--- src/rtl/bus_downsizer_if.sv ---
// Stream interface for the bus downsizer: wide word in, narrow beats out.
// "slave" is the downsizer's view; "master" is the view of whatever drives it.
interface bus_downsizer_if #(
  parameter int S_DATA_WIDTH = 32,
  parameter int M_DATA_WIDTH = 8
);
  logic                    s_val;
  logic [S_DATA_WIDTH-1:0] s_data;
  logic                    s_last;
  logic                    s_rdy;
  logic                    m_val;
  logic [M_DATA_WIDTH-1:0] m_data;
  logic                    m_last;
  logic                    m_rdy;

  modport slave (
    input  s_val, s_data, s_last, m_rdy,
    output s_rdy, m_val, m_data, m_last
  );

  modport master (
    output s_val, s_data, s_last, m_rdy,
    input  s_rdy, m_val, m_data, m_last
  );
endinterface

--- src/rtl/bus_downsizer.sv ---
// Splits each wide word into RATIO narrow beats, MSB or LSB lane first,
// with a single holding register and no bubble between consecutive words.
module bus_downsizer #(
  parameter int S_DATA_WIDTH = 32,
  parameter int M_DATA_WIDTH = 8,
  parameter bit MSB_FIRST    = 1'b1
) (
  input logic            clock,
  input logic            reset,
  bus_downsizer_if.slave bus
);
  localparam int RATIO = S_DATA_WIDTH / M_DATA_WIDTH;
  localparam int CW    = (RATIO > 1) ? $clog2(RATIO) : 1;
  localparam logic [CW-1:0] LAST_IDX = CW'(RATIO - 1);

  generate
    if ((RATIO < 2) || (RATIO * M_DATA_WIDTH != S_DATA_WIDTH)) begin : g_bad_ratio
      $error("bus_downsizer: S_DATA_WIDTH/M_DATA_WIDTH must be an integer >= 2");
    end
  endgenerate

  typedef enum logic {IDLE, SEND} state_t;

  state_t                  r_state, w_state_nx;
  logic [CW-1:0]           r_cnt, w_cnt_nx, w_cnt_inc;
  logic [S_DATA_WIDTH-1:0] r_hold, w_hold_nx;
  logic                    r_hold_last, w_hold_last_nx;
  logic                    r_m_val, w_m_val_nx;
  logic [M_DATA_WIDTH-1:0] r_m_data, w_m_data_nx;
  logic                    r_m_last, w_m_last_nx;
  logic                    w_s_rdy, w_s_fire, w_m_fire;

  function automatic logic [M_DATA_WIDTH-1:0] laneOf(input logic [S_DATA_WIDTH-1:0] word,
                                                     input logic [CW-1:0] idx);
    logic [S_DATA_WIDTH-1:0] shifted;
    if (MSB_FIRST) begin
      shifted = word << (int'(idx) * M_DATA_WIDTH);
      return shifted[S_DATA_WIDTH-1 -: M_DATA_WIDTH];
    end else begin
      shifted = word >> (int'(idx) * M_DATA_WIDTH);
      return shifted[M_DATA_WIDTH-1:0];
    end
  endfunction

  // Accept a new word while idle, or in the same edge the last beat leaves.
  assign w_s_rdy   = reset && ((r_state == IDLE) || ((r_cnt == LAST_IDX) && bus.m_rdy));
  assign w_s_fire  = bus.s_val && w_s_rdy;
  assign w_m_fire  = r_m_val && bus.m_rdy;
  assign w_cnt_inc = r_cnt + CW'(1);

  always_comb begin
    w_state_nx = r_state;
    case (r_state)
      IDLE:    if (w_s_fire) w_state_nx = SEND;
      SEND:    if (w_m_fire && (r_cnt == LAST_IDX) && !w_s_fire) w_state_nx = IDLE;
      default: w_state_nx = IDLE;
    endcase
  end

  always_comb begin
    w_cnt_nx       = r_cnt;
    w_hold_nx      = r_hold;
    w_hold_last_nx = r_hold_last;
    w_m_val_nx     = r_m_val;
    w_m_data_nx    = r_m_data;
    w_m_last_nx    = r_m_last;
    if (w_s_fire) begin
      w_cnt_nx       = '0;
      w_hold_nx      = bus.s_data;
      w_hold_last_nx = bus.s_last;
      w_m_val_nx     = 1'b1;
      w_m_data_nx    = laneOf(bus.s_data, '0);
      w_m_last_nx    = 1'b0;
    end else if (w_m_fire) begin
      if (r_cnt != LAST_IDX) begin
        w_cnt_nx    = w_cnt_inc;
        w_m_data_nx = laneOf(r_hold, w_cnt_inc);
        w_m_last_nx = r_hold_last && (w_cnt_inc == LAST_IDX);
      end else begin
        w_m_val_nx  = 1'b0;
        w_m_last_nx = 1'b0;
      end
    end
  end

  always_ff @(posedge clock or negedge reset) begin
    if (!reset) begin
      r_state <= IDLE;
    end else begin
      r_state <= w_state_nx;
    end
  end

  always_ff @(posedge clock or negedge reset) begin
    if (!reset) begin
      r_cnt       <= '0;
      r_hold      <= '0;
      r_hold_last <= 1'b0;
      r_m_val     <= 1'b0;
      r_m_data    <= '0;
      r_m_last    <= 1'b0;
    end else begin
      r_cnt       <= w_cnt_nx;
      r_hold      <= w_hold_nx;
      r_hold_last <= w_hold_last_nx;
      r_m_val     <= w_m_val_nx;
      r_m_data    <= w_m_data_nx;
      r_m_last    <= w_m_last_nx;
    end
  end

  assign bus.s_rdy  = w_s_rdy;
  assign bus.m_val  = r_m_val;
  assign bus.m_data = r_m_data;
  assign bus.m_last = r_m_last;
endmodule

--- src/flat_wrapper.sv ---
// flat-port wrapper written by rule: the top's interface ports become plain ports
module bus_downsizer_flat 
#(
  parameter int S_DATA_WIDTH = 32,
  parameter int M_DATA_WIDTH = 8,
  parameter bit MSB_FIRST    = 1'b1
)
  (clock, reset, bus_s_val, bus_s_data, bus_s_last, bus_m_rdy, bus_s_rdy, bus_m_val, bus_m_data, bus_m_last);
  bus_downsizer_if #(.S_DATA_WIDTH(S_DATA_WIDTH), .M_DATA_WIDTH(M_DATA_WIDTH)) bus_i ();
  input logic clock;
  input logic reset;
  input wire logic [$bits(bus_i.s_val)-1:0] bus_s_val;
  input wire logic [$bits(bus_i.s_data)-1:0] bus_s_data;
  input wire logic [$bits(bus_i.s_last)-1:0] bus_s_last;
  input wire logic [$bits(bus_i.m_rdy)-1:0] bus_m_rdy;
  output wire logic [$bits(bus_i.s_rdy)-1:0] bus_s_rdy;
  output wire logic [$bits(bus_i.m_val)-1:0] bus_m_val;
  output wire logic [$bits(bus_i.m_data)-1:0] bus_m_data;
  output wire logic [$bits(bus_i.m_last)-1:0] bus_m_last;
  assign bus_i.s_val = bus_s_val;
  assign bus_i.s_data = bus_s_data;
  assign bus_i.s_last = bus_s_last;
  assign bus_i.m_rdy = bus_m_rdy;
  assign bus_s_rdy = bus_i.s_rdy;
  assign bus_m_val = bus_i.m_val;
  assign bus_m_data = bus_i.m_data;
  assign bus_m_last = bus_i.m_last;
  bus_downsizer #(.S_DATA_WIDTH(S_DATA_WIDTH), .M_DATA_WIDTH(M_DATA_WIDTH), .MSB_FIRST(MSB_FIRST)) u_core (.clock(clock), .reset(reset), .bus(bus_i));
endmodule
--- config.mk ---
export PLATFORM = sky130hd
export DESIGN_NAME = bus_downsizer_flat
export DESIGN_NICKNAME = d
export VERILOG_FILES = /design/src/rtl/bus_downsizer_if.sv /design/src/rtl/bus_downsizer.sv /design/src/flat_wrapper.sv
export SDC_FILE = /design/constraint.sdc
export NUM_CORES = 1
export LEC_CHECK = 0
export ABC_AREA = 1
export BUFFER_PORTS_ARGS = -buffer_cell sky130_fd_sc_hd__buf_4
export CAP_MARGIN = 20
export CORE_MARGIN = 3
export CORE_UTILIZATION = 28
export DETAILED_ROUTE_END_ITERATION = 8
export SKIP_CTS_REPAIR_TIMING = 1
export SYNTH_ARGS = -nofsm -noshare
export SYNTH_HDL_FRONTEND = slang
export SYNTH_SLANG_ARGS = --single-unit
--- constraint.sdc ---
create_clock -name clock -period 4.26 [get_ports clock]
set_input_delay 0.639 -clock clock [delete_from_list [all_inputs] [get_ports clock]]
set_output_delay 0.639 -clock clock [all_outputs]
set_load 0.03 [all_outputs]
; Word-level counts from Yosys, hierarchy flattened
; Cells that the tools add are included.
[op_classes]
add_sub_neg = 1
n_eq_ne = 4
n_shift = 1
n_mux = 15
n_bitwise = 1
n_reduce_logical = 13
[op_table]
columns = op, count
row1 = << shifter 32 x 5 -> 32 bit, 1
row2 = two-way mux 8 bit, 3
row3 = two-way mux 1 bit, 8
row4 = logical AND 1 bit, 7
row5 = two-way mux 2 bit, 3
row6 = "equality test 2 bit, second input constant", 2
row7 = AND reduction 2 bit, 2
row8 = nonzero test 2 bit, 2
row9 = "adder 2 x 1 -> 2 bit, second input constant", 1
row10 = "inequality test 2 x 1 -> 1 bit, second input constant", 1
row11 = "inequality test 2 bit, second input constant", 1
row12 = one-hot mux 1 bit (2 select lines), 1
row13 = logical NOT 1 bit, 1
row14 = logical OR 1 bit, 1
row15 = NOT 1 bit, 1
[totals]
regBits = 46
input_bits = 37
output_inout_bits = 11
elab_cells = 42

; Depth between registers and ports, before layout
; Gate-level depths: netlist of the first run.
[depth]
depth_word = 9
ltp_mapped = 12
mapped_depth_nobuf = 9

; Worst setup path before layout of the first run
; OpenSTA, ideal clock, no wires.
[synth_path]
kind = flip-flop to flip-flop
from = reg u_core.r_cnt[0]
to = reg u_core.r_m_data[3], in the netlist u_core.bus.m_data[3]
setup_time_ns = 0.065
arrival_time_ns = 1.632
required_ns = 4.195
slack_ns = 2.563
path_stages_with_launch = 13
n_path_buf = 3
period_less_slack_ns = 1.697
path_cell_list = dfrtp_1 > buf_2 > inv_2 > buf_4 > ha_1 > buf_2 > inv_1 > nand3_1 > nand2_1 > nand2_1 > nand2_1 > nand2_1 > nand2_1
[synth_between]
elab_chain_len = 7
elab_cells_between_ends = 14
cone_classes = 1 x add/sub / 2 x eq/ne / 1 x shift / 3 x mux / 7 x reduce/logical
[synth_rtl]
columns = element, line
row1 = start: declaration, bus_downsizer.sv:25  ; logic [CW-1:0] r_cnt, w_cnt_nx, w_cnt_inc;
row2 = start signal: assignment, bus_downsizer.sv:103  ; r_cnt <= w_cnt_nx;
row3 = branches (longest 7 deep; another with adder 2 x 1 -> 2 bit), -
row4 = end signal: assignment, bus_downsizer.sv:107  ; r_m_data <= w_m_data_nx;
row5 = end: declaration, bus_downsizer.sv:29  ; logic [M_DATA_WIDTH-1:0] r_m_data, w_m_data_nx;
; Parallel ways; which one is timed is not known. The select of a mux whose other input is x is not followed.
; A chain may end at the register's enable or synchronous reset.

; Worst setup path after layout of the first run
[layout_path]
from = reg u_core.r_cnt[0]
to = reg u_core.r_m_data[1], in the netlist u_core.bus.m_data[1]
; Same word-level chain as after synthesis.

==> metrics.md, run 1 <==
| Metric | Value |
|---|---|
| NumNets Final | around 350 |
| Global-route wire length before repair | 8.004 mm |
| Layout fillers | a little under 800 |
| YS warnings | 0 |
| Worst Tran Pin Value | between 0.8 and 0.9 ns |
| P_leak | roughly 1.4 nW |
| Multi-input logic area | between 700 and 800 um^2 |
| CP max FO | 57 |
| Setup slack after layout | about 1.6 ns |
| Clock sink count | 46 |
| Seq/Total Area, Yosys | 53.61% |
| DRT Pass-1 Iters | 4 |
| Met3 wire length | ~200 um |
| Worst setup path category | flip-flop to flip-flop |
| Die Area | ~8800 um^2 |
| Synth unique cells | 17 |
| Sum of buffers and inverters on the critical path | 1 |
| Crit path time final | 2.634 ns |
| Antenna viol nets, final | 0 |
| Total track usage | 11.52% |
| Ant diodes | 0 |
| CTS tree | yes |
| WP depth | 9 |
| Vias in the first global route | around 1800 |
| Syn avg cell area | between 8 and 9 um^2 |
| Die height | roughly 94 um |
| Cell Area, Synth | 2147 um^2 |
| RSZ-0062 raised after global routing | no |
| DRC violations left | 0 |
| DP Area | between 2000 and 3000 um^2 |
| Share of the clock period used by the worst path | between 60% and 70% |
| Synth top area share | 53.61% |
| DR top layer | met4 |
| Met2 wire len | between 2 and 2.5 mm |
| Vias | 1769 |
| CP startpoint kind | flip-flop |
| GPL Wtd Cong | approximately 0.74 |
| Clock skew | 0.01235 ns |
| Most frequent CP cell | nand2_1 |
| Number of antenna violations at the first check in global routing | 0 |
| Share of cells above drive strength 1 | approximately 20% |
| Row count | 31 |
| Vias/cell | roughly 4.3 |
| Critical path's largest stage delay | roughly 0.73 ns |
| TNS Setup | 0 ns |
| Worst path slowest cell | dfrtp_1 |
| Required @ worst endpoint | ~4.5 ns |
| Largest net degree at the start of global routing | 58 |
| Crit-path cells | ha_1 > nand2_2 > nand2_2 > nand3_4 > inv_2 > nand2_1 > nand2_1 > nand2_1 > nand2_1 |
| Routed len/inst | roughly 12 um |
| Die X | approximately 94 um |
| Area growth, synth to finish | 22.44% |
| Dpl ws | about 1.6 ns |
| DPL Wire Length | 3.359 mm |
| First DRT Iteration DRCs | 98 |
| Post-Syn Nets | slightly above 300 |
| PD cells | 695.4 nW/um^2 |
| Reg area | ~1200 um^2 |
| GRT overflow | 0 |
| Synthesis-stage register bit count | 46 |
| CTS Buf Count | 5 |
| Final setup fails | 0 |
| Hold Violations, Final | 0 |
| Worst path top cell family by delay | simple AND/OR/NAND/NOR gates |
| Most frequent cells in the layout | 107 x nand2_1, 47 x buf_4, 46 x dfrtp_1 |
| Clock insertion delay at the later pin of the skew report | 0.30 ns |
| Met1 Routed Length | about 2.1 mm |
| Worst IR Drop VDD | about 0.16 mV |
| Fmax | 379.6 MHz |
| Min-delay worst type | input pin to async pin |
| Status | finished clean |
| Yosys top cell by area | dfrtp_1 |
| Fin area | ~2600 um^2 |
| Crit path DAT | 2.86 ns |
| Rel. slew slack | between 40% and 50% |
| Post-Syn Instances | about 270 |
| Slew Limit Fails | 0 |
| Worst Reg-to-Reg Cells | 9 |
| Area contributors post-synth | dfrtp_1 54%, nand2_1 19%, nand3_1 5.6% |
| Max-cap violations | 0 |
| Initial Util | 29.29% |
| Core area | 7331 um^2 |
| Num ports | 48 |
| Reg clk slew, reported paths | roughly 0.090 ns |
| Setup crit end kind | flip-flop |
| Final WL | 4.782 mm |
| Clock Tree Buf Depth | 2 |
| IO Port Bufs | 47 |
| Root Buffer | clkbuf_8 |
| Commonest non-fill, non-tap cell in the layout | nand2_1 |
| CTS H-tree depth | 2 |
-- per-stage QoR --
| stage | std cells | power [mW] | hold slack (ns) | utilization (%) |
|---|---|---|---|---|
| floorplan | 268 | 1.342 | 0.3434 | - |
| global placement | 402 | 1.562 | 0.4554 | 34.61 |
| detailed placement | 402 | 1.576 | 0.4560 | 34.61 |
| CTS | 410 | 1.853 | 0.3775 | 35.86 |
| global route | 410 | 2.007 | 0.3889 | 35.86 |
| finish | 410 | 1.828 | 0.3476 | 35.86 |
-- cells by family after synthesis --
kind of cell,Yosys count,synth area share [%]
flip-flops,46,53.61
AND/OR/NAND/NOR,140,27.21
AO/OA/AOI/OAI,36,8.392
adder cells (fa/ha/maj),2,1.165
buffers and inverters,44,9.615
-- synth_stat cells --
master,instances
nand2_1,107
dfrtp_1,46
inv_1,30
nand3_1,24
o21ai_0,24
o21ai_1,12
buf_2,5
buf_6,4
nor2_1,4
nand2_2,3
ha_1,2
inv_2,2
buf_4,1
clkbuf_1,1
clkbuf_2,1
nand3_4,1
nor2_4,1
-- routing by layer --
metal	GRT usage, %	vias up
met5	0	-
met2	19.12	29
met1	14.65	826
li1	-	912
met3	3.298	2
met4	3.249	0
-- area by class of cell --
| type | instances | area share (%) |
|---|---|---|
| Clock buffer | 7 | 3.284 |
| Clock inverter | 1 | 0.1904 |
| Inverter | 32 | 4.569 |
| Multi-Input combinational cell | 178 | 30.03 |
| Sequential cell | 46 | 43.79 |
| Tap cell | 99 | 4.712 |
| Timing Repair Buffer | 47 | 13.42 |
-- registers in the layout, indices dropped and copies added (netlist names) --
| register | cells |
|---|---|
| u_core.bus.m_data | 8 |
| u_core.bus.m_last | 1 |
| u_core.bus.m_val | 1 |
| u_core.r_cnt | 2 |
| u_core.r_hold | 32 |
| u_core.r_hold_last | 1 |
| u_core.r_state | 1 |
-- power by group --
part	internal, mW	switching (mW)	leakage [nW]
Clock	0.131	0.141	0.0482
Combinational	0.298	0.515	0.771
Sequential	0.642	0.101	0.566
-- final timing paths --
check                                                    start                          endpoint  slack [ns]
worst max-delay path               u_core.r_cnt[0]$_DFFE_PN0P_  u_core.bus.m_data[1]$_DFFE_PN0P_        1.63
worst min-delay path                                     reset     u_core.r_hold[22]$_DFFE_PN0P_        0.35
worst max register to register     u_core.r_cnt[0]$_DFFE_PN0P_  u_core.bus.m_data[1]$_DFFE_PN0P_        1.63
worst min register to register  u_core.r_hold_last$_DFFE_PN0P_    u_core.r_hold_last$_DFFE_PN0P_        0.47
max in group asynchronous                                reset      u_core.bus.m_val$_DFFE_PN0P_        3.49
min in group clock              u_core.r_hold_last$_DFFE_PN0P_    u_core.r_hold_last$_DFFE_PN0P_        0.47
No activity file was read; power rests on OpenSTA's default activity.
==> run 2, diff against run 1 <==
--- a/config.mk
+++ b/config.mk
@@ -5,7 +5,7 @@
 export SDC_FILE = /design/constraint.sdc
 export NUM_CORES = 1
 export LEC_CHECK = 0
-export ABC_AREA = 1
+export ABC_AREA = 0
 export BUFFER_PORTS_ARGS = -buffer_cell sky130_fd_sc_hd__buf_4
 export CAP_MARGIN = 20
 export CORE_MARGIN = 3
==> constraint.sdc (replaced) <==
create_clock -name clock -period 2.15 [get_ports clock]
set_input_delay 0.3225 -clock clock [delete_from_list [all_inputs] [get_ports clock]]
set_output_delay 0.3225 -clock clock [all_outputs]
set_load 0.03 [all_outputs]
==> metrics.md, run 2 <==
| Metric | Value |
|---|---|
| Status | finished clean |
| Final WL | 4.558 mm (-4.7%) |
| Die X | 93.34 um (-0.25%) |
| Max-cap violations | 0 (unchanged) |
| P_leak | 1.203 nW (-13%) |
| Post-Syn Nets | 192 (-37%) |
| Post-synth EDFFs | 0 (unchanged) |
| RSZ-0062 raised after global routing | no |
| Number of antenna violations at the first check in global routing | 0 (unchanged) |
| Hold_ws | 0.1374 ns (-0.2102 ns) |
| Clock skew | 0.004798 ns (-0.007554 ns) |
| First DRT Iteration DRCs | 50 (-49%) |
| GPL Wtd Cong | 0.7493 (+1.2%) |
| Syn avg cell area | 13.96 um^2 (+74%) |
| Routed len/inst | 14.99 um (+29%) |
| Crit path DAT | 1.63 ns (-1.23 ns) |
| CP max FO | 7 (-88%) |
| CTS tree | yes |
| Slew Limit Fails | 0 (unchanged) |
| Area growth, synth to finish | 26.42% |
| Global-route wire length before repair | 7.686 mm (-4.0%) |
| Initial Util | 29.13% (-0.15 points) |
| Antenna viol nets, final | 0 (unchanged) |
| PD cells | 1405 nW/um^2 (+100%) |
| Cell with the most instances after synthesis | dfrtp_1 |
| Core area | 7331 um^2 (unchanged) |
| Max FFs per register | 32 (unchanged) |
| Ant diodes | 0 (unchanged) |
| Total track usage | 11.64% (+0.12 points) |
| Clock Tree Buf Depth | 2 (unchanged) |
| CTS Buf Count | 5 (unchanged) |
| Setup crit end kind | primary output |
| Vias in the first global route | 1530 (-14%) |
| Most frequent cells in the layout | 52 x buf_4, 46 x dfrtp_1, 33 x mux2_1 |
| Clock insertion delay at the later pin of the skew report | 0.30 ns (about the same) |
| Commonest non-fill, non-tap cell in the layout | buf_4 |
| Fmax | between 500 and 600 MHz |
| IO Port Bufs | 47 (unchanged) |
| Share of cells above drive strength 1 | 38.05% (+18 points) |
| Critical path's largest stage delay | 0.42 ns (-0.31 ns) |
| Worst path top cell family by delay | flip-flops |
| Layout fillers | 745 (-5.1%) |
| Die Area | 8711 um^2 (-0.49%) |
| Synthesis-stage register bit count | 46 (unchanged) |
| CTS H-tree depth | 2 (unchanged) |
| CP startpoint kind | flip-flop |
| Crit-path cells | ha_1 > a21boi_4 > nor2b_1 > buf_4 |
| Most frequent cells after synthesis | 46 x dfrtp_1, 33 x mux2_1, 26 x nand2_1 |
| Asr flop ratio synth | 100.0% (unchanged) |
| Worst path slowest cell | dfrtp_1 |
| GRT overflow | 0 (unchanged) |
| Rel. slew slack | 59.35% (+14 points) |
| DRC violations left | 0 (unchanged) |
| Num ports | 48 (unchanged) |
| Share of the clock period used by the worst path | around nine tenths |
| Worst IR Drop VDD | 0.3872 mV (+150%) |
| Final Power | 3.793 mW (+110%) |
| Seq/Total Area, Yosys | 53.90% (+0.28 points) |
| Main synth FF type | dfrtp_1 |
| Clock sink count | 46 (unchanged) |
| Biggest register | u_core.r_hold |
| Reg clk slew, reported paths | 0.09 ns (about the same) |
| DRT Pass-1 Iters | 4 (unchanged) |
| Largest net degree at the start of global routing | 47 (-19%) |
| Synth unique cells | 24 (+7) |
| Worst setup path category | flip-flop to primary output |
| Crit path time final | just under 2 ns |
| Hold Violations, Final | 0 (unchanged) |
| Min-delay worst type | input pin to async pin |
| YS warnings | 0 (unchanged) |
| Row count | 31 (unchanged) |
| Synth top area share | 53.90% (+0.28 points) |
| Area contributors post-synth | dfrtp_1 54%, mux2_1 17%, mux4_2 8.4% |
| Root Buffer | clkbuf_8 |
| Worst Tran Pin Value | 0.6097 ns (-0.2018 ns) |
| Cell Area, Synth | 2136 um^2 (-0.52%) |
| Die height | 93.34 um (-0.25%) |
| Required @ worst endpoint | 1.83 ns (-2.66 ns) |
| Vias/cell | 4.523 (+4.8%) |
| Sum of buffers and inverters on the critical path | 1 (unchanged) |
| Vias | 1375 (-22%) |
| Final setup fails | 0 (unchanged) |
| DPL Wire Length | 3.228 mm (-3.9%) |
| TNS Setup | 0 ns (unchanged) |
| Yosys top cell by area | dfrtp_1 |
| Post-Syn Instances | 153 (-43%) |
| NumNets Final | 243 (-30%) |
run 2: cell types whose count changed after synthesis, moves of 3 or more:
cell / before / now
buf_2: 5 / 2
nand2_1: 107 / 26
a31oi_2: 0 / 8
nand3_1: 24 / 1
inv_1: 30 / 1
nand2_2: 3 / 0
o21ai_0: 24 / 0
nor2_1: 4 / 1
mux2_1: 0 / 33
o21ai_1: 12 / 0
mux4_2: 0 / 8
nor3_1: 0 / 8
run 2: path summary, 6_finish.rpt:
kind | slack, ns | cells past startpoint | from | to
setup reg to reg | 0.28 | 4 | u_core.r_cnt[0]$_DFFE_PN0P_ | u_core.r_hold_last$_DFFE_PN0P_
max in group asynchronous | 1.61 | 2 | reset | u_core.r_hold[9]$_DFFE_PN0P_
setup / recovery | 0.19 | 4 | u_core.r_cnt[0]$_DFFE_PN0P_ | bus_s_rdy
hold reg to reg | 0.49 | 1 | u_core.r_hold[17]$_DFFE_PN0P_ | u_core.r_hold[17]$_DFFE_PN0P_
hold / removal | 0.14 | 2 | reset | u_core.bus.m_data[3]$_DFFE_PN0P_
min in group clock | 0.23 | 2 | bus_s_data[3] | u_core.r_hold[3]$_DFFE_PN0P_
run 2: metrics by stage:
| stage | utilization (%) | cell area [um^2] | worst slack, ns | std cells |
|---|---|---|---|---|
| 2_1_floorplan | - | 2136 | 0.3062 | 153 |
| 3_3_place_gp | 35.35 | 2591 | 0.3208 | 296 |
| 3_5_place_dp | 35.35 | 2591 | 0.2718 | 296 |
| 4_1_cts | 36.83 | 2700 | 0.1786 | 304 |
| 5_1_grt | 36.83 | 2700 | 0.1037 | 304 |
| 6_report | 36.83 | 2700 | 0.1949 | 304 |
run 2: area by class of cell:
| class | count | area [um^2] | share of cell area (%) |
|---|---|---|---|
| Multi-Input combinational cell | 98 | 922.1 | 34.15 |
| Clock inverter | 3 | 40.04 | 1.483 |
| Clock buffer | 5 | 68.82 | 2.549 |
| Timing Repair Buffer | 52 | 390.4 | 14.46 |
| Inverter | 1 | 3.754 | 0.1390 |
| Tap cell | 99 | 123.9 | 4.588 |
| Sequential cell | 46 | 1151 | 42.63 |
run 2: logic make-up (layout without fill, tap and decap cells):
group                    count (synthesis)  in the layout  synth area share [%]
multiplexers                            41             41                 25.83
AND/OR/NAND/NOR                         43             43                 9.725
buffers and inverters                    9             61                 2.929
AO/OA/AOI/OAI                           12             12                 6.444
flip-flops                              46             46                 53.90
adder cells (fa/ha/maj)                  2              2                 1.171
run 2: report_power, final:
group	switching, mW	internal, mW
registers	0.231	1.30
clock network	0.292	0.342
logic	0.780	0.849
total	1.30	2.49
run 2: layer usage:
layer	vias to the layer above	share of wire, %	GRT usage, %	wire length, um
met5	-	0	0	0
met4	0	2.6	5.250	117
met3	10	5.0	3.379	229
met2	32	47	17.81	2144
met1	680	45	15.23	2066
li1	653	-	-	-
run 2: worst register-to-register path, stage by stage, from the launching register on:
cell and delay [ns]:
dfrtp_1 0.40, ha_1 0.30, a21boi_4 0.14, nor2_8 0.52
mux2_1 0.40
==> run 3, diff against run 2 <==
--- a/config.mk
+++ b/config.mk
@@ -8,9 +8,10 @@
 export ABC_AREA = 0
 export BUFFER_PORTS_ARGS = -buffer_cell sky130_fd_sc_hd__buf_4
 export CAP_MARGIN = 20
-export CORE_MARGIN = 3
+export CORE_MARGIN = 5
 export CORE_UTILIZATION = 28
 export DETAILED_ROUTE_END_ITERATION = 8
+export GPL_TIMING_DRIVEN = 1
 export SKIP_CTS_REPAIR_TIMING = 1
 export SYNTH_ARGS = -nofsm -noshare
 export SYNTH_HDL_FRONTEND = slang
==> constraint.sdc (replaced) <==
create_clock -name clock -period 2.15 [get_ports clock]
set_input_delay 0 -clock clock [delete_from_list [all_inputs] [get_ports clock]]
set_output_delay 0 -clock clock [all_outputs]
set_load 0.03 [all_outputs]
==> metrics.md, run 3 (synthesis results as in run 2) <==
| Metric | Value |
|---|---|
| Crit path time final | 1.863 ns (-0.09254 ns) |
| RSZ-0062 raised after global routing | no |
| Max FFs per register | 32 (unchanged) |
| CP max FO | 36 (+29) |
| Clock skew | 0.002233 ns (-0.002564 ns) |
| Clock Tree Buf Depth | 2 (unchanged) |
| Worst IR Drop VDD | 0.5226 mV (+35%) |
| R2R Setup Slk | 0.29 ns (about the same) |
| Hold Violations, Final | 0 (unchanged) |
| Clock sink count | 46 (unchanged) |
| Number of antenna violations at the first check in global routing | 0 (unchanged) |
| Crit path DAT | 2.03 ns (+0.40 ns) |
| Die Area | 9474 um^2 (+8.8%) |
| Core area | 7331 um^2 (unchanged) |
| Vias/cell | 4.470 (-1.2%) |
| Final setup fails | 0 (unchanged) |
| Worst path slowest cell | nor2_8 |
| Total track usage | 10.18% (-1.5 points) |
| Fmax | 536.9 MHz (+5.0%) |
| CTS H-tree depth | 2 (unchanged) |
| Row count | 31 (unchanged) |
| Biggest register | u_core.r_hold |
| Met1 Track Usage GR | 12.73% (-2.5 points) |
| DPL Wire Length | 3.405 mm (+5.5%) |
| CTS Buf Count | 5 (unchanged) |
| Clock insertion delay at the later pin of the skew report | 0.29 ns (about the same) |
| Required @ worst endpoint | 2.32 ns (+0.49 ns) |
| PD cells | 1235 nW/um^2 (-12%) |
| Antenna viol nets, final | 0 (unchanged) |
| DP Area | 2584 um^2 (-0.29%) |
| Ant diodes | 0 (unchanged) |
| Final WL | 4.787 mm (+5.0%) |
| Global-route wire length before repair | 7.707 mm (+0.27%) |
| Met3 Track Usage GR | 3.015% (-0.36 points) |
| DRT Pass-1 Iters | 4 (unchanged) |
| Vias | 1502 (+9.2%) |
| Routed len/inst | 14.25 um (-5.0%) |
| Layout fillers | 706 (-5.2%) |
| Rel. slew slack | 58.63% (-0.73 points) |
| Root Buffer | clkbuf_8 |
| TNS Setup | 0 ns (unchanged) |
| Initial Util | 29.13% (unchanged) |
| CTS tree | yes |
| Largest net degree at the start of global routing | 48 (+2.1%) |
| Die height | 97.34 um (+4.3%) |
| Reg clk slew, reported paths | 0.08 ns (about the same) |
| Status | finished clean |
| Final Power | 3.704 mW (-2.4%) |
| Min-delay worst type | input pin to flip-flop |
| GRT overflow | 0 (unchanged) |
| Share of the clock period used by the worst path | 86.63% (-4.3 points) |
| Crit-path cells | ha_1 > a21boi_4 > nor2_8 > mux2_1 |
| DRC violations left | 0 (unchanged) |
| GRT met2 Usage | 17.25% (-0.56 points) |
| Slew Limit Fails | 0 (unchanged) |
| Worst Tran Pin Value | 0.6206 ns (+0.01089 ns) |
| Num ports | 48 (unchanged) |
| CP startpoint kind | flip-flop |
| P_leak | 1.321 nW (+9.8%) |
| Vias in the first global route | 1550 (+1.3%) |
| NumNets Final | 276 (+14%) |
| Setup crit end kind | flip-flop |
| IO Port Bufs | 47 (unchanged) |
| First DRT Iteration DRCs | 49 (-2.0%) |
| Most frequent cells in the layout | 51 x buf_4, 46 x dfrtp_1, 34 x dlygate4sd3_1 |
| Share of cells above drive strength 1 | 31.22% (-6.8 points) |
| Most crowded layer after global routing | met2 |
| GPL Wtd Cong | 0.7916 (+5.6%) |
| Commonest non-fill, non-tap cell in the layout | buf_4 |
| Critical path's largest stage delay | 0.52 ns (+0.10 ns) |
| Die X | 97.34 um (+4.3%) |
| Area growth, synth to finish | 40.48% |
| Worst setup path category | flip-flop to flip-flop |
| Max-cap violations | 0 (unchanged) |
| Fin area | 3000 um^2 (+11%) |
[run 3: final timing paths]
path / from / cells past startpoint / endpoint
setup / recovery: u_core.r_cnt[1]$_DFFE_PN0P_ / 4 / u_core.r_hold[29]$_DFFE_PN0P_
hold / removal: bus_m_rdy / 4 / u_core.bus.m_val$_DFFE_PN0P_
setup reg to reg: u_core.r_cnt[1]$_DFFE_PN0P_ / 4 / u_core.r_hold[29]$_DFFE_PN0P_
hold reg to reg: u_core.r_state$_DFF_PN0_ / 2 / u_core.r_state$_DFF_PN0_
max in group asynchronous: reset / 3 / u_core.r_hold[13]$_DFFE_PN0P_
min in group asynchronous: reset / 3 / u_core.r_hold[19]$_DFFE_PN0P_
[run 3: power breakdown]
| group | switching, mW | internal [mW] |
|---|---|---|
| combinational | 0.778 | 0.888 |
| clock | 0.263 | 0.224 |
| sequential | 0.250 | 1.30 |
| total | 1.29 | 2.41 |
[run 3: area by class of cell]
cell class                      instances  area (um^2)  area share (%)
Sequential cell                        46         1151           38.37
Multi-Input combinational cell         98        922.1           30.73
Timing Repair Buffer                   85        723.2           24.10
Tap cell                               99        123.9           4.128
Clock buffer                            7        76.32           2.544
Inverter                                1        3.754          0.1251
[run 3: per-layer routing]
metal	vias to the layer above	share of wire, %
li1	719	-
met3	2	3.9
met2	31	50
met5	-	0
met1	750	46
met4	0	0.42
[run 3: through the flow]
step           instances  util (%)  hold slack, ns  setup WS (ns)
2_1_floorplan        153         -         -0.2956         0.3062
3_3_place_gp         295     35.24          0.1547         0.2699
3_5_place_dp         295     35.24          0.1461         0.2652
4_1_cts              302     36.29         -0.1713         0.2564
5_1_grt              336     40.93         0.04456         0.1454
6_report             336     40.93         0.03561         0.2875
[run 3: worst max-delay path, delay by kind of cell, from the launching register on]
family / cells / cell delay [ns]
flip-flops: 1 / 0.38
adder cells (fa/ha/maj): 1 / 0.31
AND/OR/NAND/NOR: 1 / 0.52
AO/OA/AOI/OAI: 1 / 0.14
multiplexers: 1 / 0.38
